`src/rtl/tdes_pkg.sv`:
```
// tdes_pkg: shared types and constants for the Triple-DES pass sequencer.
//   state_t      - sequencer FSM states
//   block_t      - one 64-bit DES block
//   ROUNDS       - DES rounds per pass
//   PASSES       - DES passes per Triple-DES block
//   pass_key_idx - which user key (0 = key_one, 1 = key_two, 2 = key_three) a pass uses
//   pass_decrypt - direction of a pass (1 = decrypt)
package tdes_pkg;

  localparam int ROUNDS = 16;
  localparam int PASSES = 3;

  typedef logic [63:0] block_t;

  typedef enum logic [1:0] {
    IDLE     = 2'd0,
    LOAD     = 2'd1,
    ROUND    = 2'd2,
    WAIT_OUT = 2'd3
  } state_t;

  // Key index per pass, two bits per pass, pass 0 in the LSBs.
  // Encrypt: k1, k2, k3.  Decrypt: k3, k2, k1.
  localparam logic [5:0] ENC_KEY_IDX = {2'd2, 2'd1, 2'd0};
  localparam logic [5:0] DEC_KEY_IDX = {2'd0, 2'd1, 2'd2};

  // Direction per pass, 1 = decrypt, pass 0 in bit 0.
  // Encrypt: E, D, E.  Decrypt: D, E, D.
  localparam logic [2:0] ENC_DIR = 3'b010;
  localparam logic [2:0] DEC_DIR = 3'b101;

  function automatic logic [1:0] pass_key_idx(input logic [1:0] p, input logic enc);
    logic [5:0] tbl;
    logic [1:0] idx;
    tbl = enc ? ENC_KEY_IDX : DEC_KEY_IDX;
    case (p)
      2'd0:    idx = tbl[1:0];
      2'd1:    idx = tbl[3:2];
      default: idx = tbl[5:4];
    endcase
    return idx;
  endfunction

  function automatic logic pass_decrypt(input logic [1:0] p, input logic enc);
    logic [2:0] tbl;
    logic       dir;
    tbl = enc ? ENC_DIR : DEC_DIR;
    case (p)
      2'd0:    dir = tbl[0];
      2'd1:    dir = tbl[1];
      default: dir = tbl[2];
    endcase
    return dir;
  endfunction

endpackage

```
`src/rtl/tdes_pass_sequencer_if.sv`:
```
// tdes_pass_sequencer_if: block stream between the register file and the sequencer.
//   in_valid/in_ready/in_data/in_enc     - input block handshake, in_enc 1 = encrypt
//   out_valid/out_ready/out_data         - result handshake
// Handshake: a transfer happens on a rising clock edge where valid && ready are both 1.
// The producer holds valid and its payload stable until the transfer; the sequencer
// keeps out_data stable while out_valid && !out_ready.
// Modports: master = register file side, slave = sequencer side.
interface tdes_pass_sequencer_if;
  import tdes_pkg::*;

  logic   in_valid;
  logic   in_ready;
  block_t in_data;
  logic   in_enc;
  logic   out_valid;
  logic   out_ready;
  block_t out_data;

  modport master (
    output in_valid, in_data, in_enc, out_ready,
    input  in_ready, out_valid, out_data
  );

  modport slave (
    input  in_valid, in_data, in_enc, out_ready,
    output in_ready, out_valid, out_data
  );

endinterface

```
`src/rtl/tdes_key_bank.sv`:
```
// tdes_key_bank: staged and active Triple-DES key sets.
//   HCLK, HRESET                 - clock, synchronous active-low reset
//   key_load, key_one..three     - write the staged set and raise key_pending
//   commit                       - sequencer idle with an empty buffer: staged -> active
//   pass, enc                    - pass index and mode of the block in flight
//   key, decrypt                 - active key and direction for that pass
//   key_pending                  - staged set differs from the active one
module tdes_key_bank
  import tdes_pkg::*;
(
  input  logic       HCLK,
  input  logic       HRESET,
  input  logic       key_load,
  input  block_t     key_one,
  input  block_t     key_two,
  input  block_t     key_three,
  input  logic       commit,
  input  logic [1:0] pass,
  input  logic       enc,
  output block_t     key,
  output logic       decrypt,
  output logic       key_pending
);

  block_t stg_one, stg_two, stg_three;
  block_t act_one, act_two, act_three;

  always_ff @(posedge HCLK) begin
    if (!HRESET) begin
      stg_one     <= '0;
      stg_two     <= '0;
      stg_three   <= '0;
      act_one     <= '0;
      act_two     <= '0;
      act_three   <= '0;
      key_pending <= 1'b0;
    end else begin
      if (key_load) begin
        stg_one   <= key_one;
        stg_two   <= key_two;
        stg_three <= key_three;
      end
      // A commit coinciding with a new key_load copies the previous staged
      // set; key_pending stays up so the new set is copied on the next commit.
      if (commit && key_pending) begin
        act_one   <= stg_one;
        act_two   <= stg_two;
        act_three <= stg_three;
      end
      if (key_load) begin
        key_pending <= 1'b1;
      end else if (commit) begin
        key_pending <= 1'b0;
      end
    end
  end

  always_comb begin
    key = act_three;
    case (pass_key_idx(pass, enc))
      2'd0:    key = act_one;
      2'd1:    key = act_two;
      default: key = act_three;
    endcase
    decrypt = pass_decrypt(pass, enc);
  end

endmodule

```
`src/rtl/tdes_pass_sequencer.sv`:
```
// tdes_pass_sequencer: runs one block through PASSES passes of an iterative
// single-DES round core to form a Triple-DES encrypt/decrypt result.
//   HCLK, HRESET           - clock, synchronous active-low reset
//   key_load, key_one..3   - stage a new key set, applied at a block boundary
//   host                   - input/output block stream (slave side)
//   core_load/core_block   - core latches core_block this cycle
//   core_step/core_round   - core executes round core_round this cycle
//   core_key/core_decrypt  - key and direction of the current pass
//   core_result            - core state
//   busy                   - block in flight, buffered, or result held
//   dbg_state              - FSM state
// core_result must show the post-round value during a core_step cycle (and the
// held state otherwise): the final result is latched at the end of the last
// round cycle, and in WAIT_OUT the core holds that value with core_step low.
module tdes_pass_sequencer
  import tdes_pkg::*;
#(
  parameter int ROUNDS = tdes_pkg::ROUNDS,
  parameter int PASSES = tdes_pkg::PASSES
) (
  input  logic                HCLK,
  input  logic                HRESET,
  input  logic                key_load,
  input  block_t              key_one,
  input  block_t              key_two,
  input  block_t              key_three,
  tdes_pass_sequencer_if.slave host,
  output logic                core_load,
  output block_t              core_block,
  output logic                core_step,
  output logic [3:0]          core_round,
  output block_t              core_key,
  output logic                core_decrypt,
  input  block_t              core_result,
  output logic                busy,
  output state_t              dbg_state
);

  state_t     state, state_next;
  logic [1:0] p;
  logic [3:0] r;

  logic   buf_full;
  block_t buf_data;
  logic   buf_enc;
  logic   cur_enc;
  logic   out_valid_q;
  block_t out_data_q;

  logic   in_ready;
  logic   key_pending;
  block_t bank_key;
  logic   bank_decrypt;

  logic out_free, last_round, last_pass, accept, buf_release, latch_result;

  assign out_free    = !out_valid_q || host.out_ready;
  assign last_round  = (r == 4'(ROUNDS - 1));
  assign last_pass   = (p == 2'(PASSES - 1));
  assign accept      = host.in_valid && in_ready;
  assign buf_release = (state == LOAD) && (p == 2'd0);
  // Final result enters the output register straight from the last round
  // or, after backpressure, on the first free cycle in WAIT_OUT.
  assign latch_result = out_free &&
                        (((state == ROUND) && last_round && last_pass) ||
                         (state == WAIT_OUT));

  tdes_key_bank u_key_bank (
    .HCLK        (HCLK),
    .HRESET      (HRESET),
    .key_load    (key_load),
    .key_one     (key_one),
    .key_two     (key_two),
    .key_three   (key_three),
    .commit      ((state == IDLE) && !buf_full),
    .pass        (p),
    .enc         (cur_enc),
    .key         (bank_key),
    .decrypt     (bank_decrypt),
    .key_pending (key_pending)
  );

  // State register
  always_ff @(posedge HCLK) begin
    if (!HRESET) begin
      state <= IDLE;
    end else begin
      state <= state_next;
    end
  end

  // Next-state logic
  always_comb begin
    state_next = state;
    case (state)
      IDLE: begin
        if (buf_full) state_next = LOAD;
      end
      LOAD: begin
        state_next = ROUND;
      end
      ROUND: begin
        if (last_round) begin
          if (!last_pass)     state_next = LOAD;
          else if (!out_free) state_next = WAIT_OUT;
          else                state_next = buf_full ? LOAD : IDLE;
        end
      end
      WAIT_OUT: begin
        if (out_free) state_next = buf_full ? LOAD : IDLE;
      end
      default: state_next = IDLE;
    endcase
  end

  // Outputs
  always_comb begin
    core_load  = (state == LOAD);
    core_block = '0;
    if (state == LOAD) begin
      core_block = (p == 2'd0) ? buf_data : core_result;
    end
    core_step    = (state == ROUND);
    core_round   = core_step ? r : 4'd0;
    core_key     = core_step ? bank_key : '0;
    core_decrypt = core_step && bank_decrypt;
    in_ready     = !buf_full && !key_pending;
    busy         = (state != IDLE) || buf_full || out_valid_q;
  end

  // Pass and round counters. p returns to 0 when a block finishes so a
  // back-to-back LOAD starts from the buffered block.
  always_ff @(posedge HCLK) begin
    if (!HRESET) begin
      p <= 2'd0;
      r <= 4'd0;
    end else begin
      case (state)
        IDLE: p <= 2'd0;
        LOAD: r <= 4'd0;
        ROUND: begin
          if (last_round) begin
            r <= 4'd0;
            p <= last_pass ? 2'd0 : p + 2'd1;
          end else begin
            r <= r + 4'd1;
          end
        end
        default: ;
      endcase
    end
  end

  // Input buffer, block mode and output register
  always_ff @(posedge HCLK) begin
    if (!HRESET) begin
      buf_full    <= 1'b0;
      buf_data    <= '0;
      buf_enc     <= 1'b0;
      cur_enc     <= 1'b0;
      out_valid_q <= 1'b0;
      out_data_q  <= '0;
    end else begin
      if (accept) begin
        buf_full <= 1'b1;
        buf_data <= host.in_data;
        buf_enc  <= host.in_enc;
      end else if (buf_release) begin
        buf_full <= 1'b0;
      end
      if (buf_release) begin
        cur_enc <= buf_enc;
      end
      if (latch_result) begin
        out_valid_q <= 1'b1;
        out_data_q  <= core_result;
      end else if (host.out_ready) begin
        out_valid_q <= 1'b0;
      end
    end
  end

  assign host.in_ready  = in_ready;
  assign host.out_valid = out_valid_q;
  assign host.out_data  = out_data_q;
  assign dbg_state      = state;

endmodule
```
`src/flat_wrapper.sv`:
```
// flat-port wrapper written by rule: the top's interface ports become plain ports
module tdes_pass_sequencer_flat import tdes_pkg::*;
#(
  parameter int ROUNDS = tdes_pkg::ROUNDS,
  parameter int PASSES = tdes_pkg::PASSES
)
  (HCLK, HRESET, key_load, key_one, key_two, key_three, core_load, core_block, core_step, core_round, core_key, core_decrypt, core_result, busy, dbg_state, host_in_valid, host_in_data, host_in_enc, host_out_ready, host_in_ready, host_out_valid, host_out_data);
  tdes_pass_sequencer_if host_i ();
  input  logic HCLK;
  input  logic HRESET;
  input  logic key_load;
  input  block_t key_one;
  input  block_t key_two;
  input  block_t key_three;
  output logic core_load;
  output block_t core_block;
  output logic core_step;
  output logic [3:0] core_round;
  output block_t core_key;
  output logic core_decrypt;
  input  block_t core_result;
  output logic busy;
  output state_t dbg_state;
  input wire logic [$bits(host_i.in_valid)-1:0] host_in_valid;
  input wire logic [$bits(host_i.in_data)-1:0] host_in_data;
  input wire logic [$bits(host_i.in_enc)-1:0] host_in_enc;
  input wire logic [$bits(host_i.out_ready)-1:0] host_out_ready;
  output wire logic [$bits(host_i.in_ready)-1:0] host_in_ready;
  output wire logic [$bits(host_i.out_valid)-1:0] host_out_valid;
  output wire logic [$bits(host_i.out_data)-1:0] host_out_data;
  assign host_i.in_valid = host_in_valid;
  assign host_i.in_data = host_in_data;
  assign host_i.in_enc = host_in_enc;
  assign host_i.out_ready = host_out_ready;
  assign host_in_ready = host_i.in_ready;
  assign host_out_valid = host_i.out_valid;
  assign host_out_data = host_i.out_data;
  tdes_pass_sequencer #(.ROUNDS(ROUNDS), .PASSES(PASSES)) u_core (.HCLK(HCLK), .HRESET(HRESET), .key_load(key_load), .key_one(key_one), .key_two(key_two), .key_three(key_three), .host(host_i), .core_load(core_load), .core_block(core_block), .core_step(core_step), .core_round(core_round), .core_key(core_key), .core_decrypt(core_decrypt), .core_result(core_result), .busy(busy), .dbg_state(dbg_state));
endmodule
```
`config.mk`:
```
export PLATFORM = sky130hd
export DESIGN_NAME = tdes_pass_sequencer_flat
export DESIGN_NICKNAME = d
export VERILOG_FILES = /design/src/rtl/tdes_pkg.sv /design/src/rtl/tdes_pass_sequencer_if.sv /design/src/rtl/tdes_key_bank.sv /design/src/rtl/tdes_pass_sequencer.sv /design/src/flat_wrapper.sv
export SDC_FILE = /design/constraint.sdc
export NUM_CORES = 1
export LEC_CHECK = 0
export ABC_CLOCK_PERIOD_IN_PS = 3900
export CAP_MARGIN = 40
export CORE_AREA = 2 2 208 210
export DETAILED_ROUTE_END_ITERATION = 10
export DIE_AREA = 0 0 210 212
export PLACE_DENSITY_LB_ADDON = 0.25
export SYNTH_ARGS = -nofsm -noshare
export SYNTH_HDL_FRONTEND = slang
export SYNTH_SLANG_ARGS = --single-unit
```
`constraint.sdc`:
```
create_clock -name HCLK -period 3.9 [get_ports HCLK]
set_clock_uncertainty 0.1 [all_clocks]
set_input_delay 0.975 -clock HCLK [delete_from_list [all_inputs] [get_ports HCLK]]
set_output_delay 0.975 -clock HCLK [all_outputs]
set_load 0.05 [all_outputs]
```
==> results.yml, run 1 <==
sta:
  rsz0062_at_grt: "false"
  setup_tns_ns: 0
  fmax_mhz: 266
  final_max_slew_viol_count: 0
  hold_viol: 0
  whs_ns: 0.347
  fin_crit_sh_pct: 96.5
  tightest_slew_ns: 0.817
  period_needed_ns: 3.76
  setup_violations: 0
  slew-limit-headroom_pct: 45.5
layout:
  layout-drive-gt1-share_pct: 9.02
  nNetsFinal: 3283
  nFillCells: 3390
  area_growth_pct: 37.8
floorplan:
  fp.dieArea_mm2: 0.0445
  start_util_pct: 49.1
  core-area_mm2: 0.0425
  fp.dieW_um: 210
  io_pins: 530
  die_h_um: 212
  rows: 76
synth:
  synth_cell_types: 38
  yosysMostFrequentCell: "nand2_1"
  ys_async_sr_fraction_pct: 0
  synth-main-ff-cell: "dfxtp_1"
  yosysSeqAreaShare_pct: 50.3
  synthCells: 2531
  synth_common_cells: "nand2_1 (842), dfxtp_1 (525), a21oi_1 (329)"
  synth_seq_cells: 525
  synthTopCellsByArea: "dfxtp_1 (50%), nand2_1 (15%), mux2i_1 (12%)"
  synth_area_mm2: 0.0209
  synth_edf_count: 0
  synth_nets: 2862
  synth_top_area_cell: "dfxtp_1"
  yosys.area.top_type_share_pct: 50.3
  yosysWarningCount: 0
  avgSynthCellArea_um2: 8.25
critical_path:
  cp_max_fo: 67
  critPathKind: "reg -> out"
  crit_path_end_kind: "primary output"
  cp.arrival_ns: 2.69
  crit_required_ns: 2.82
  critPathLaunchType: "flip-flop"
min_path:
  min_path_type: "reg -> reg"
placed_design:
  portBuffers: 529
  hpwl_um: 43500
  globalplace.congestion: 0.869
route:
  drc: 0
  routedWlPerCell_um: 18.2
  routed_wl_um: 64800
  drt_pass1_iterations: 6
  ant_nets: 0
  routed_via_density: 5.32
  drt_iter0_drc: 1513
  via_count: 18900
power:
  power.leakage_nw: 10.8
  total_power_mw: 13.8
  peakVddDrop_uv: 411
  powerDensity_mw_per_mm2: 478
global_routing:
  grt_pass1_wl_um: 98500
  grt_max_degree: 130
  grt_use_total_pct: 27.9
  grt-ovfl-total: 0
  antenna_found_initial: 17
  grt_pass1_vias: 18300
clock_tree:
  clkSinkCount: 525
  postCtsSetupBuffers: 0
  numCtsBuffers: 53
  cts_tree: "done"
  clockBufferDepth: 3
  htreeDepth: 2
  cts_root_buffer: "clkbuf_16"
  clk_latency_ns: 0.60
  clk_pin_slew_ns: 0.06
status:
  status: "finished clean"
flow_run:
  cap_violations: 0
## what timing repair did
item | in CTS | in global routing
setup endpoints to repair | 0 | 1
hold buffers | 0 | 0
resized for setup | 0 | 1
## per-layer routing
metal | global-route usage [%] | part of all wire, % | vias to the layer above
li1 | - | - | 9166
met1 | 31.3 | 38 | 8861
met2 | 48.1 | 49 | 696
met3 | 7.47 | 7.7 | 167
met4 | 15.7 | 5.1 | 6
met5 | 0 | 0.069 | -
## critical path, cell delays in order (launching register included)
cell	delay, ns
dfxtp_1	0.40
nor2_4	0.18
buf_4	0.59
nand2_1	0.17
a21boi_0	0.40
buf_4	0.28
## cells by family (layout without fill, tap and decap cells)
family / after synthesis / count (layout) / share of synthesized area (%)
fa+ha+maj: 5 / 5 / 0.299
xor+xnor: 3 / 3 / 0.126
simple gates: 1074 / 1074 / 19.7
flops: 525 / 525 / 50.3
other cells: 0 / 14 / 0
buf+inv: 202 / 665 / 4.42
compound gates: 466 / 466 / 12.9
mux: 256 / 256 / 12.3
## registers in the layout, indices dropped and copies added (netlist names)
signal and count:
u_core.u_key_bank.act_three 64, u_core.host.out_valid 1, u_core.buf_data 64, u_core.buf_enc 1, u_core.u_key_bank.act_two 64, u_core.u_key_bank.stg_three 64
u_core.u_key_bank.stg_two 64, u_core.buf_full 1, u_core.u_key_bank.act_one 64, u_core.p 2, u_core.cur_enc 1, u_core.host.out_data 64
u_core.u_key_bank.stg_one 64, u_core.dbg_state 2, u_core.u_key_bank.key_pending 1, u_core.r 4
## layout make-up
type | count | area (µm²) | share of cell area, %
antenna | 14 | 35.0 | 0.122
clock buffer | 78 | 1610 | 5.60
clock inverter | 19 | 179 | 0.621
inverter | 4 | 22.5 | 0.0782
multi-input combinational | 1804 | 9480 | 32.9
sequential | 525 | 10500 | 36.5
tap | 546 | 683 | 2.37
timing repair buffer | 564 | 6270 | 21.8
## cell usage in the layout (no fill, tap or decap), types with 3 or more instances in the layout
cell type        synthesis  routed
buf_12                   0      82
clkdlybuf4s50_1          0     398
a21oi_1                329     329
clkbuf_1                98       7
nand2b_1                 3       3
a22oi_1                 64      64
nand3_1                  7       7
diode_2                  0      14
ha_1                     5       4
clkbuf_16                0      54
mux2i_1                256     256
buf_4                    7      82
clkinv_2                 0      13
o21ai_0                  3       3
nor2_1                 201     201
a21boi_0                64      64
and2_1                   5       4
dfxtp_1                525     525
clkbuf_8                 0      17
nand2_1                842     840
nor2b_1                  5       4
## metrics by stage
stage,instance area (µm²),setup WS (ns),instances,util (%)
CTS,28800,0.0161,3540,67.7
global placement,27000,0.709,3443,63.4
finish,28800,0.137,3554,67.7
detailed placement,27000,0.701,3443,63.4
global route,28800,0.0373,3549,67.7
floorplan,20900,-0.166,2531,-
## worst paths after layout
kind | cells after the start | startpoint | slack [ns] | to
worst max-delay path | 5 | u_core.p[1] | 0.14 | core_block[42]
worst min-delay path | 2 | u_core.u_key_bank.stg_two[60] | 0.35 | u_core.u_key_bank.act_two[60]
worst max register to register | 7 | u_core.dbg_state[0] | 1.27 | u_core.host.out_data[17]
worst min register to register | 2 | u_core.u_key_bank.stg_two[60] | 0.35 | u_core.u_key_bank.act_two[60]
## where the power goes
group	total, mW	switching, mW	internal [mW]	leakage [nW]
clock network	5.15	2.15	3.00	0.900
registers	5.88	0.188	5.69	4.28
logic	2.72	1.69	1.03	5.58
total	13.8	4.03	9.72	10.8
(Power assumes the default switching activity.)
==> run 2: changes to the inputs <==
Settings changed: PLACE_DENSITY set to 0.87, PLACE_DENSITY_LB_ADDON 0.25 to not set.
==> results.yml, run 2 (synthesis gave the netlist of run 1 again) <==
route:
  routed_via_density: 5.55
  via_count: 19700
  drc: 0
  routedWlPerCell_um: 19.4
  routed_wl_um: 68900
  drt_pass1_iterations: 6
  ant_nets: 0
  drt_iter0_drc: 1841
critical_path:
  max_stage_delay_ns: 0.54
  crit_path_end_kind: "primary output"
  reg2reg_depth: 7
  cp_max_fo: 42
  crit_chain: "nor2b_4 -> buf_4 -> a22oi_1 -> a21oi_1 -> buf_12"
  cp.arrival_ns: 2.67
  r2r_start: "u_core.dbg_state[0]"
  cp-startpoint: "u_core.p[0]"
  critPathKind: "reg -> out"
  ff2ff_setup_slack_ns: 1.27
  cp_slowest_cell: "buf_4"
  crit_end: "core_key[55]"
  critPathLaunchType: "flip-flop"
  crit_required_ns: 2.82
  worstReg2RegEnd: "u_core.u_key_bank.act_one[15]"
sta:
  rsz0062_at_grt: "false"
  slew-limit-headroom_pct: 40.2
  setup_tns_ns: 0
  final_max_slew_viol_count: 0
  setup_violations: 0
  hold_viol: 0
  fmax_mhz: 267
  fin_crit_sh_pct: 96.1
  period_needed_ns: 3.75
  tightest_slew_ns: 0.898
layout:
  instances_no_fill: 3551
  mostFrequentLayoutCell: "nand2_1"
  area_growth_pct: 38.2
  nNetsFinal: 3285
  finalCoreUtilization_pct: 67.9
  final_cell_mix: "nand2_1 (840), dfxtp_1 (525), clkdlybuf4s50_1 (398)"
  nFillCells: 3091
  layout-drive-gt1-share_pct: 8.98
global_routing:
  grt_pass1_wl_um: 105000
  grt_pass1_vias: 19600
  grt_max_degree: 143
  grt-ovfl-total: 0
  antenna_found_initial: 15
  grt_use_total_pct: 29.6
floorplan:
  start_util_pct: 49.1
  rows: 76
  die_h_um: 212
  io_pins: 530
  fp.dieW_um: 210
  fp.dieArea_mm2: 0.0445
  core-area_mm2: 0.0425
clock_tree:
  clockBufferDepth: 3
  htreeDepth: 2
  cts.hold.buffers_added: 0
  postCtsSetupBuffers: 0
  numCtsBuffers: 53
  clk_latency_ns: 0.61
  clk_pin_slew_ns: 0.06
  clkSinkCount: 525
  cts_resized: 0
  cts_tree: "done"
  cts_root_buffer: "clkbuf_16"
placed_design:
  hpwl_um: 45500
  globalplace.congestion: 0.925
  dp_cells: 3445
  portBuffers: 529
power:
  peakVddDrop_uv: 393
  powerDensity_mw_per_mm2: 485
  power.leakage_nw: 10.8
flow_run:
  cap_violations: 0
status:
  status: "finished clean"
min_path:
  min_path_type: "reg -> reg"
-- run 2: cell count changes in the layout (fill, tap and decap cells not counted), sizes merged --
cell          before  now
diode             14    9
buf              165  168
bufinv             2    6
inv                5    7
clkinvlp           0    2
clkbuf            78   76
dlymetal6s2s       1    0
clkinv            16   10
-- run 2: report_power, final --
group	switching (mW)	leakage (nW)	internal, mW
Sequential	0.199	4.28	5.69
Combinational	1.75	5.58	1.05
Clock	2.19	0.894	3.13
Total	4.14	10.8	9.87
-- run 2: routing by layer --
layer | track usage, % | wire, µm | part of all wire, % | vias up
met5 | 0 | 94 | 0.14 | -
met4 | 19.4 | 4440 | 6.5 | 14
met3 | 8.05 | 6070 | 8.8 | 231
met2 | 49.8 | 32600 | 47 | 947
met1 | 33.2 | 25600 | 37 | 9329
li1 | - | - | - | 9174
-- run 2: how the worst min path moves through the flow --
stage	start	end	slack (ns)	cells after the start
after floorplan	u_core.u_key_bank.stg_one[0]	u_core.u_key_bank.act_one[0]	0.33	2
after global placement	u_core.u_key_bank.stg_one[43]	u_core.u_key_bank.act_one[43]	0.34	2
after detailed placement	u_core.u_key_bank.stg_two[37]	u_core.u_key_bank.act_two[37]	0.34	2
after CTS	u_core.u_key_bank.stg_two[42]	u_core.u_key_bank.act_two[42]	0.35	2
after global routing	u_core.u_key_bank.stg_two[42]	u_core.u_key_bank.act_two[42]	0.36	2
final	u_core.u_key_bank.stg_three[36]	u_core.u_key_bank.act_three[36]	0.35	2
-- run 2: worst max-delay path, delay by kind of cell, from the launching register on --
family,cells,cell delay (ns)
AOI/OAI and AO/OA,2,0.63
and+or+nand+nor,1,0.24
DFF,1,0.44
buffers and inverters,2,0.73
-- run 2: metrics by stage --
step / total power [mW] / area (µm²) / setup WS, ns / hold WS (ns)
3_5_place_dp: 8.76 / 27000 / 0.708 / 0.342
6_report: 14.0 / 28900 / 0.152 / 0.348
5_1_grt: 14.5 / 28900 / 0.0690 / 0.359
2_1_floorplan: 7.67 / 20900 / -0.166 / 0.331
4_1_cts: 14.0 / 28800 / 0.0692 / 0.346
3_3_place_gp: 8.68 / 27000 / 0.732 / 0.337
-- run 2: cell type report --
class / instances / area [µm²] / area share (%)
timing repair buffer: 566 / 6310 / 21.9
clock inverter: 21 / 302 / 1.04
sequential: 525 / 10500 / 36.4
clock buffer: 76 / 1520 / 5.28
multi-input combinational: 1804 / 9490 / 32.9
antenna: 9 / 22.5 / 0.0780
inverter: 4 / 22.5 / 0.0780
tap: 546 / 683 / 2.37
